==> src/rtl/tetris_line_clear_if.sv <==
// Board-side bus of the line-clear sequencer: controller handshake plus the
// synchronous board RAM read/write ports.
interface tetris_line_clear_if #(
  parameter int ROWS   = 20,
  parameter int COLS   = 10,
  parameter int ADDR_W = $clog2(ROWS),
  parameter int CNT_W  = $clog2(ROWS + 1)
) ();
  // Handshake: start is a level request that is only honoured while the
  // sequencer is idle (busy=0, done=0); done is a single-cycle completion
  // pulse. rd_data must carry the row addressed by rd_addr one cycle after
  // rd_en; a write lands on the clock edge that samples wr_en.
  logic              start;
  logic              busy;
  logic              done;
  logic [CNT_W-1:0]  lines_cleared;
  logic              rd_en;
  logic [ADDR_W-1:0] rd_addr;
  logic [COLS-1:0]   rd_data;
  logic              wr_en;
  logic [ADDR_W-1:0] wr_addr;
  logic [COLS-1:0]   wr_data;

  modport master (
    output start,
    output rd_data,
    input  busy,
    input  done,
    input  lines_cleared,
    input  rd_en,
    input  rd_addr,
    input  wr_en,
    input  wr_addr,
    input  wr_data
  );

  modport slave (
    input  start,
    input  rd_data,
    output busy,
    output done,
    output lines_cleared,
    output rd_en,
    output rd_addr,
    output wr_en,
    output wr_addr,
    output wr_data
  );
endinterface

==> src/rtl/tetris_line_clear.sv <==
// Bottom-up line-clear sequencer: reads each board row, drops full rows by
// copying survivors down, then zero-fills the vacated top rows.
module tetris_line_clear #(
  parameter int ROWS   = 20,
  parameter int COLS   = 10,
  parameter int ADDR_W = $clog2(ROWS),
  parameter int CNT_W  = $clog2(ROWS + 1)
) (
  input  logic                Clk,
  input  logic                Reset,
  tetris_line_clear_if.slave  bus,
  output logic [2:0]          dbg_state
);

  typedef enum logic [2:0] {
    IDLE  = 3'd0,
    READ  = 3'd1,
    CHECK = 3'd2,
    FILL  = 3'd3,
    DONE  = 3'd4
  } state_t;

  localparam logic [ADDR_W-1:0] LAST_ROW = ADDR_W'(ROWS - 1);

  state_t            state_q, state_d;
  logic [ADDR_W-1:0] r_q, r_d;
  logic [ADDR_W-1:0] w_q, w_d;
  logic [CNT_W-1:0]  k_q, k_d;
  logic              busy_q, busy_d;
  logic              done_q, done_d;
  logic              rd_en_q, rd_en_d;
  logic [ADDR_W-1:0] rd_addr_q, rd_addr_d;

  logic              wr_en_c;
  logic [ADDR_W-1:0] wr_addr_c;
  logic [COLS-1:0]   wr_data_c;
  logic              row_full;

  assign row_full = &bus.rd_data;

  always_comb begin
    state_d   = state_q;
    r_d       = r_q;
    w_d       = w_q;
    k_d       = k_q;
    wr_en_c   = 1'b0;
    wr_addr_c = '0;
    wr_data_c = '0;

    case (state_q)
      IDLE: begin
        if (bus.start) begin
          state_d = READ;
          r_d     = LAST_ROW;
          w_d     = LAST_ROW;
          k_d     = '0;
        end
      end

      READ: state_d = CHECK;

      CHECK: begin
        if (row_full) begin
          k_d = k_q + CNT_W'(1);
        end else begin
          // Surviving row already in place needs no copy.
          if (w_q != r_q) begin
            wr_en_c   = 1'b1;
            wr_addr_c = w_q;
            wr_data_c = bus.rd_data;
          end
          w_d = w_q - ADDR_W'(1);
        end

        if (r_q == '0) begin
          state_d = (k_d != '0) ? FILL : DONE;
        end else begin
          r_d     = r_q - ADDR_W'(1);
          state_d = READ;
        end
      end

      // After the scan w points at row k-1, the highest vacated row.
      FILL: begin
        wr_en_c   = 1'b1;
        wr_addr_c = w_q;
        wr_data_c = '0;
        w_d       = w_q - ADDR_W'(1);
        if (w_q == '0) begin
          state_d = DONE;
        end
      end

      DONE: state_d = IDLE;

      default: state_d = IDLE;
    endcase
  end

  // Status and read strobes are registered from the next state so they line
  // up with the state they describe.
  always_comb begin
    busy_d    = (state_d == READ) || (state_d == CHECK) || (state_d == FILL);
    done_d    = (state_d == DONE);
    rd_en_d   = (state_d == READ);
    rd_addr_d = (state_d == READ) ? r_d : '0;
  end

  always_ff @(posedge Clk) begin
    if (Reset) begin
      state_q   <= IDLE;
      r_q       <= '0;
      w_q       <= '0;
      k_q       <= '0;
      busy_q    <= 1'b0;
      done_q    <= 1'b0;
      rd_en_q   <= 1'b0;
      rd_addr_q <= '0;
    end else begin
      state_q   <= state_d;
      r_q       <= r_d;
      w_q       <= w_d;
      k_q       <= k_d;
      busy_q    <= busy_d;
      done_q    <= done_d;
      rd_en_q   <= rd_en_d;
      rd_addr_q <= rd_addr_d;
    end
  end

  // Strobes are suppressed during reset so an aborted scan touches nothing more.
  assign bus.busy          = busy_q;
  assign bus.done          = done_q;
  assign bus.lines_cleared = k_q;
  assign bus.rd_en         = rd_en_q & ~Reset;
  assign bus.rd_addr       = rd_addr_q;
  assign bus.wr_en         = wr_en_c & ~Reset;
  assign bus.wr_addr       = wr_addr_c;
  assign bus.wr_data       = wr_data_c;
  assign dbg_state         = state_q;

  a_no_raw_hazard : assert property (@(posedge Clk) disable iff (Reset)
    (state_q == CHECK) |-> (w_q >= r_q));

  a_count_bound : assert property (@(posedge Clk) disable iff (Reset)
    (k_q <= CNT_W'(ROWS)));

  a_single_port_use : assert property (@(posedge Clk) disable iff (Reset)
    !(bus.rd_en && bus.wr_en));

endmodule

==> src/flat_wrapper.sv <==
// flat-port wrapper written by rule: the top's interface ports become plain ports
module tetris_line_clear_flat 
#(
  parameter int ROWS   = 20,
  parameter int COLS   = 10,
  parameter int ADDR_W = $clog2(ROWS),
  parameter int CNT_W  = $clog2(ROWS + 1)
)
  (Clk, Reset, dbg_state, bus_start, bus_rd_data, bus_busy, bus_done, bus_lines_cleared, bus_rd_en, bus_rd_addr, bus_wr_en, bus_wr_addr, bus_wr_data);
  tetris_line_clear_if #(.ROWS(ROWS), .COLS(COLS), .ADDR_W(ADDR_W), .CNT_W(CNT_W)) bus_i ();
  input  logic Clk;
  input  logic Reset;
  output logic [2:0] dbg_state;
  input wire logic [$bits(bus_i.start)-1:0] bus_start;
  input wire logic [$bits(bus_i.rd_data)-1:0] bus_rd_data;
  output wire logic [$bits(bus_i.busy)-1:0] bus_busy;
  output wire logic [$bits(bus_i.done)-1:0] bus_done;
  output wire logic [$bits(bus_i.lines_cleared)-1:0] bus_lines_cleared;
  output wire logic [$bits(bus_i.rd_en)-1:0] bus_rd_en;
  output wire logic [$bits(bus_i.rd_addr)-1:0] bus_rd_addr;
  output wire logic [$bits(bus_i.wr_en)-1:0] bus_wr_en;
  output wire logic [$bits(bus_i.wr_addr)-1:0] bus_wr_addr;
  output wire logic [$bits(bus_i.wr_data)-1:0] bus_wr_data;
  assign bus_i.start = bus_start;
  assign bus_i.rd_data = bus_rd_data;
  assign bus_busy = bus_i.busy;
  assign bus_done = bus_i.done;
  assign bus_lines_cleared = bus_i.lines_cleared;
  assign bus_rd_en = bus_i.rd_en;
  assign bus_rd_addr = bus_i.rd_addr;
  assign bus_wr_en = bus_i.wr_en;
  assign bus_wr_addr = bus_i.wr_addr;
  assign bus_wr_data = bus_i.wr_data;
  tetris_line_clear #(.ROWS(ROWS), .COLS(COLS), .ADDR_W(ADDR_W), .CNT_W(CNT_W)) u_core (.Clk(Clk), .Reset(Reset), .bus(bus_i), .dbg_state(dbg_state));
endmodule
==> config.mk <==
export PLATFORM = sky130hd
export DESIGN_NAME = tetris_line_clear_flat
export DESIGN_NICKNAME = d
export VERILOG_FILES = /design/src/rtl/tetris_line_clear_if.sv /design/src/rtl/tetris_line_clear.sv /design/src/flat_wrapper.sv
export SDC_FILE = /design/constraint.sdc
export NUM_CORES = 1
export LEC_CHECK = 0
export ABC_AREA = 0
export ABC_CLOCK_PERIOD_IN_PS = 1750
export BUFFER_PORTS_ARGS = -buffer_cell sky130_fd_sc_hd__buf_4
export CORE_ASPECT_RATIO = 1.1
export CORE_MARGIN = 8
export CORE_UTILIZATION = 45
export CTS_BUF_LIST = sky130_fd_sc_hd__clkbuf_4 sky130_fd_sc_hd__clkbuf_8
export CTS_CLUSTER_SIZE = 40
export DETAILED_ROUTE_END_ITERATION = 10
export PLACE_DENSITY_LB_ADDON = 0.12
export SLEW_MARGIN = 10
export SYNTH_ARGS = -nofsm -noshare
export SYNTH_HDL_FRONTEND = slang
export SYNTH_SLANG_ARGS = --single-unit
==> constraint.sdc <==
create_clock -name Clk -period 1.75 [get_ports Clk]
set_input_delay 0.2625 -clock Clk [delete_from_list [all_inputs] [get_ports Clk]]
set_output_delay 0.2625 -clock Clk [all_outputs]
set_load 0.005 [all_outputs]
==> flow_summary.yaml, run 1 <==
status:
  status: "finished, violations left"
  violations: "negative setup slack"
sta:
  worst_hold_slack_ps: 302
  skew_ps: 5.56
  fmax_mhz: 486
  final_hold_viol_count: 0
  slew_headroom_pct: 55.3
  period_minus_slack_ps: 2060
  tightest_slew_ps: 662
  setup-violations-final: 18
  setup_ws_ps: -307
  drv_slew: 0
  timing.final.crit_share_pct: 118
  finalSetupTns_ps: -4750
  rsz0062_at_grt: "true"
worst_hold_path:
  hold_start: "bus_start"
  hold_class: "primary input to flip-flop"
setup_path:
  worstSetupPathType: "flip-flop to output port"
  worstPathRequired_ps: 1490
  timing.rr.start: "u_core.dbg_state[0]"
  cp-startpoint: "u_core.dbg_state[0]"
  crit_arrival_ps: 1790
  start_kind: "flip-flop"
  end_kind: "output port"
  path_max_fanout: 6
placed_design:
  routabilityCongestion: 0.866
  hpwlAfterDp_mm: 3.20
  dp_cells: 266
  portBuffers: 44
  dpl_cell_area_sq_mm: 0.00195
detailed_routing:
  routed_via_density: 5.79
  via_count: 1563
  first_iter_violations: 110
  wl_per_cell_um: 15.6
  dr.pass1.iters: 4
  drc_errors: 0
  final_antenna_net_count: 0
  wl_mm: 4.22
logic_synthesis:
  synth_seq_cells: 26
  netlist.area_leader.share_pct: 35.7
  yosys.area.top_type: "dfxtp_1"
  synth.avg_cell_area_sq_um: 8.18
  synth_area_leaders: "dfxtp_1 (36%), and2_1 (7.3%), a21oi_1 (4.8%)"
  yosysSeqAreaShare_pct: 35.7
  synth.cell_area_sq_mm: 0.00146
  syn_nets: 194
  ys_warn_count: 0
  synth_cells: 178
  synth_cell_type_count: 41
final_layout:
  num_antenna_cells: 0
  final_area_sq_mm: 0.00205
  n_fill_cell: 252
  nets: 254
  final_common_cell: "buf_4"
  stdcell_count: 270
  multiInputGateArea_sq_um: 935
  seqCellArea_sq_um: 526
  drive_gt1_share_pct: 38.1
  final_cell_mix: "buf_4 (62), dfxtp_1 (22), nor2_1 (15), and2_1 (14), a21oi_1 (13)"
  syn2layout_area_growth_pct: 40.9
power:
  p_int_mw: 0.910
  seq_power_share_pct: 50.4
  ir_drop_mv: 0.590
  switchingPower_mw: 0.403
  clockPowerShare_pct: 18.7
  cellPowerDensity_mw_per_mm2: 640
  comb_power_share_pct: 30.9
  swShare_pct: 30.7
  p_leak_nw: 0.895
clocking:
  clock_latency_ps: 310
  cts.sinks: 26
  cts_buffer_depth: 2
  ctsHtreeMaxLevel: 1
  postCtsSetupBuffers: 0
  cts-buffers-inserted: 3
  cts_hold_buf: 0
  cts_tree: "built"
  clkTransAtPathRegs_ps: 130
  root_buffer: "clkbuf_4"
die:
  coreArea_sq_mm: 0.00307
  rows: 21
  start_util_pct: 47.4
  die_x_um: 70.2
  io-pin-count: 45
  die_h_um: 75.7
  die-area_sq_mm: 0.00531
grt:
  use_met3_pct: 2.99
  use_met1_pct: 17.3
  met2_usage_pct: 28.5
  grt_max_degree: 27
  antenna_found_initial: 0
  grt_pass1_vias: 1465
  grt_overflow: 0
  grt_pass1_wl_mm: 6.78
  grt_busiest_layer: "met2"
  grt_use_total_pct: 15.4
job:
  maxCapViolations: 0
-- cell usage after synthesis (all sizes together) --
cell     instances
a211oi           6
a21bo            1
a21o             1
a21oi           14
a22oi            1
a311oi           4
and2            17
and3b            1
buf              4
clkbuf           7
dfxtp           26
ha               3
inv              6
mux2i            2
nand2            9
nand3            5
nand3b           2
nand4            3
nor2            16
nor2b            5
nor3             8
nor3b            1
nor4             3
nor4b            3
nor4bb           3
o2111ai          1
o211a            1
o211ai           1
o21a             4
o21ai            7
o31ai            1
o41ai            1
or3              2
or3b             2
or4              1
xnor2            3
xor2             3
-- path summary, 6_finish.rpt --
| path | end | slack (ps) | depth (start not counted) |
|---|---|---|---|
| worst max-delay path | bus_wr_data[4] | -310 | 5 |
| worst min-delay path | u_core.r_q[1] | 300 | 3 |
| worst min register to register | u_core.bus.lines_cleared[3] | 560 | 2 |
| worst max register to register | u_core.w_q[2] | -40 | 5 |
-- final cells by class --
cell class	count	area share, %
clock buffers	3	1.10
inverters	6	1.10
multi-input cells	135	45.5
flip-flops and latches	26	25.6
well taps	34	2.07
repair buffers	66	24.6
-- through the flow --
| stage | setup slack [ps] | util [%] | power (mW) |
|---|---|---|---|
| 4_1_cts | -304 | 64.8 | 1.30 |
| 3_5_place_dp | -27.6 | 63.3 | 1.04 |
| 6_report | -307 | 66.7 | 1.31 |
| 2_1_floorplan | 35.4 | - | 0.882 |
| 3_3_place_gp | 45.2 | 63.3 | 1.03 |
| 5_1_grt | -395 | 66.7 | 1.39 |
-- logic make-up (layout without fill, tap and decap cells) --
group / count (synthesis) / in the layout / share of synthesized area, %
buffers and inverters: 17 / 75 / 4.81
adders and majority gates: 3 / 3 / 2.58
muxes: 2 / 2 / 1.37
DFF: 26 / 26 / 35.7
xor gates and xnor gates: 6 / 6 / 3.61
AOI/OAI and AO/OA: 43 / 43 / 19.4
and+or+nand+nor: 81 / 81 / 32.5
-- routing by layer --
layer,up-vias,wire [um]
met4,0,30
met1,745,1660
met3,6,252
met5,-,0
met2,56,2280
li1,756,-
-- power by group through the flow --
stage               Clock [mW]  Sequential (mW)  Combinational (mW)
CTS                      0.255            0.659               0.387
finish                   0.246            0.662               0.406
global placement             0            0.670               0.360
global route             0.281            0.666               0.443
floorplan                    0            0.670               0.212
detailed placement           0            0.672               0.371
-- state kept, by name, summed over array words and instances (netlist names) --
signal / flops
u_core.bus.lines_cleared: 5
u_core.bus.rd_addr: 5
u_core.dbg_state: 3
u_core.bus.done: 1
u_core.w_q: 5
u_core.r_q: 5
u_core.bus.busy: 1
u_core.rd_en_q: 1
-- critical path, cell delays in order, from the launching register on --
cell	delay [ps]
dfxtp_2	340
or3b_4	420
a311oi_4	280
buf_4	200
and2_1	130
buf_4	110
-- repair_timing --
action / in CTS / in global routing
pin swaps: 0 / 5
setup endpoints to repair: 18 / 28
resized for setup: 5 / 16
gates cloned: 1 / 0
No activity file was read; power rests on OpenSTA's default activity.
==> run 2, diff against run 1 <==
- PLACE_DENSITY: default -> 0.83
- PLACE_DENSITY_LB_ADDON: 0.12 -> default
==> run 2 against run 1 <==
Compared with the run above:
- the run still ends with negative setup slack left
- die area stayed put
- power grew 15%
- wire length increased by 6.6%
- core utilization is 1.7 points higher
- hold slack worse by 25 ps
- flip-flop and latch count is the same
- combinational power is 3% higher
- global-route usage increased by 1.2 points
- first-iteration DRC count grew 6.4%
- maximum frequency fell by 0.48%
- critical path depth stayed put
- register-to-register slack worse by 60 ps
- critical path type unchanged
- critical endpoint is now bus_wr_data[7]
==> flow_summary.yaml, run 2 (synthesis results as in run 1) <==
status:
  status: "finished, violations left"
  violations: "negative setup slack"
setup_path:
  start_kind: "flip-flop"
  r2r_setup_slack_ps: -100
  end_kind: "output port"
  reg2reg_depth: 5
  max_stage_delay_ps: 420
  timing.rr.start: "u_core.dbg_state[0]"
  crit_chain: "or3b_4 -> a311oi_4 -> buf_4 -> and2_1 -> buf_4"
  crit_top_cell: "buf_4"
  path_max_fanout: 11
  worstPathRequired_ps: 1490
  reg2reg_to: "u_core.w_q[3]"
  crit_arrival_ps: 1800
  crit_slowest_cell: "or3b_4"
  worstSetupPathType: "flip-flop to output port"
die:
  die_h_um: 75.7
  coreArea_sq_mm: 0.00307
  start_util_pct: 47.4
  io-pin-count: 45
  die-area_sq_mm: 0.00531
  rows: 21
  die_x_um: 70.2
sta:
  skew_ps: 8.63
  setup_ws_ps: -317
  timing.final.crit_share_pct: 118
  fmax_mhz: 484
  rsz0062_at_grt: "true"
  tightest_slew_ps: 714
  slew_headroom_pct: 51.8
  drv_slew: 0
  period_minus_slack_ps: 2070
  final_hold_viol_count: 0
  setup-violations-final: 20
grt:
  met2_usage_pct: 30.3
  use_met3_pct: 2.99
  grt_overflow: 0
  grt_pass1_vias: 1550
  antenna_found_initial: 0
  grt_busiest_layer: "met2"
  grt_use_total_pct: 16.6
  use_met1_pct: 18.9
  grt_pass1_wl_mm: 7.29
  grt_max_degree: 27
placed_design:
  dpl_cell_area_sq_mm: 0.00198
  dp_slack_ps: -30.0
  hpwlAfterDp_mm: 3.25
  portBuffers: 44
  routabilityCongestion: 0.856
worst_hold_path:
  hold_start: "bus_start"
  hold_class: "primary input to flip-flop"
  min_path_cells: 3
  hold-path-endpoint: "u_core.r_q[1]"
final_layout:
  nets: 258
  final_area_sq_mm: 0.00210
  final_common_cell: "buf_4"
  drive_gt1_share_pct: 38.2
  num_antenna_cells: 0
  final_cell_mix: "buf_4 (70), dfxtp_1 (23), and2_1 (17), nor2_1 (15), a21oi_1 (11)"
  syn2layout_area_growth_pct: 44.4
clocking:
  cts_buffer_depth: 2
  ctsHtreeMaxLevel: 1
  cts_hold_buf: 0
  root_buffer: "clkbuf_4"
  clock_latency_ps: 330
  cts_tree: "built"
  clkTransAtPathRegs_ps: 150
  cts-buffers-inserted: 3
  cts.sinks: 26
power:
  p_leak_nw: 0.926
  clockPowerShare_pct: 28.1
  seq_power_share_pct: 44.1
  switchingPower_mw: 0.436
  ir_drop_mv: 0.509
  cellPowerDensity_mw_per_mm2: 715
  swShare_pct: 29.0
  comb_power_share_pct: 27.9
  p_int_mw: 1.07
job:
  maxCapViolations: 0
detailed_routing:
  routed_via_density: 5.68
  wl_per_cell_um: 16.4
  drc_errors: 0
  wl_mm: 4.50
  first_iter_violations: 117
  final_antenna_net_count: 0
  via_count: 1563
  dr.pass1.iters: 4
-- run 2: worst max-delay path by stage --
stage | cells after the start | startpoint | slack [ps] | end
finish | 5 | u_core.dbg_state[0] | -320 | bus_wr_data[7]
global route | 5 | u_core.dbg_state[0] | -390 | bus_wr_en
global placement | 7 | bus_rd_data[6] | 40 | bus_wr_addr[0]
detailed placement | 7 | bus_rd_data[6] | -30 | u_core.dbg_state[2]
floorplan | 5 | u_core.dbg_state[1] | 40 | bus_wr_data[0]
CTS | 5 | u_core.dbg_state[0] | -300 | bus_wr_data[7]
-- run 2: metal layers --
layer / up-vias / routed length, um
met2: 40 / 2350
met5: - / 0
met1: 747 / 1860
met3: 10 / 185
met4: 0 / 102
li1: 766 / -
-- run 2: what timing repair did --
action	in CTS	in global routing
setup endpoints to repair	16	33
gates resized for setup	4	11
buffers inserted	1	0
pin swaps	3	2
-- run 2: final cells by class --
class / instances / area (sq um)
Timing Repair Buffer: 70 / 526
Tap cell: 34 / 42.5
Sequential cell: 26 / 524
Fill cell: 256 / 971
Clock buffer: 3 / 22.5
Inverter: 6 / 22.5
Clock inverter: 1 / 30.0
Multi-Input combinational cell: 135 / 936
-- run 2: per-stage QoR --
stage	hold slack [ps]	power, mW	setup TNS [ps]	util (%)	instances
floorplan	449	0.882	0	-	178
global placement	523	1.04	0	64.3	270
detailed placement	536	1.05	-30.0	64.3	270
CTS	274	1.47	-4610	66.5	275
global route	299	1.58	-7220	68.4	275
finish	277	1.50	-5070	68.4	275
-- run 2: critical path, delay by kind of cell (launching register included) --
kind / cells / cell delay (ps)
buf+inv: 2 / 310
flops: 1 / 360
compound gates: 1 / 250
simple gates: 2 / 560
-- run 2: power groups by stage --
stage / Combinational (mW) / Sequential, mW / Clock (mW)
after global routing: 0.462 / 0.667 / 0.446
final: 0.419 / 0.663 / 0.422
after global placement: 0.368 / 0.670 / 0
after CTS: 0.385 / 0.660 / 0.426
after floorplan: 0.212 / 0.670 / 0
after detailed placement: 0.379 / 0.672 / 0
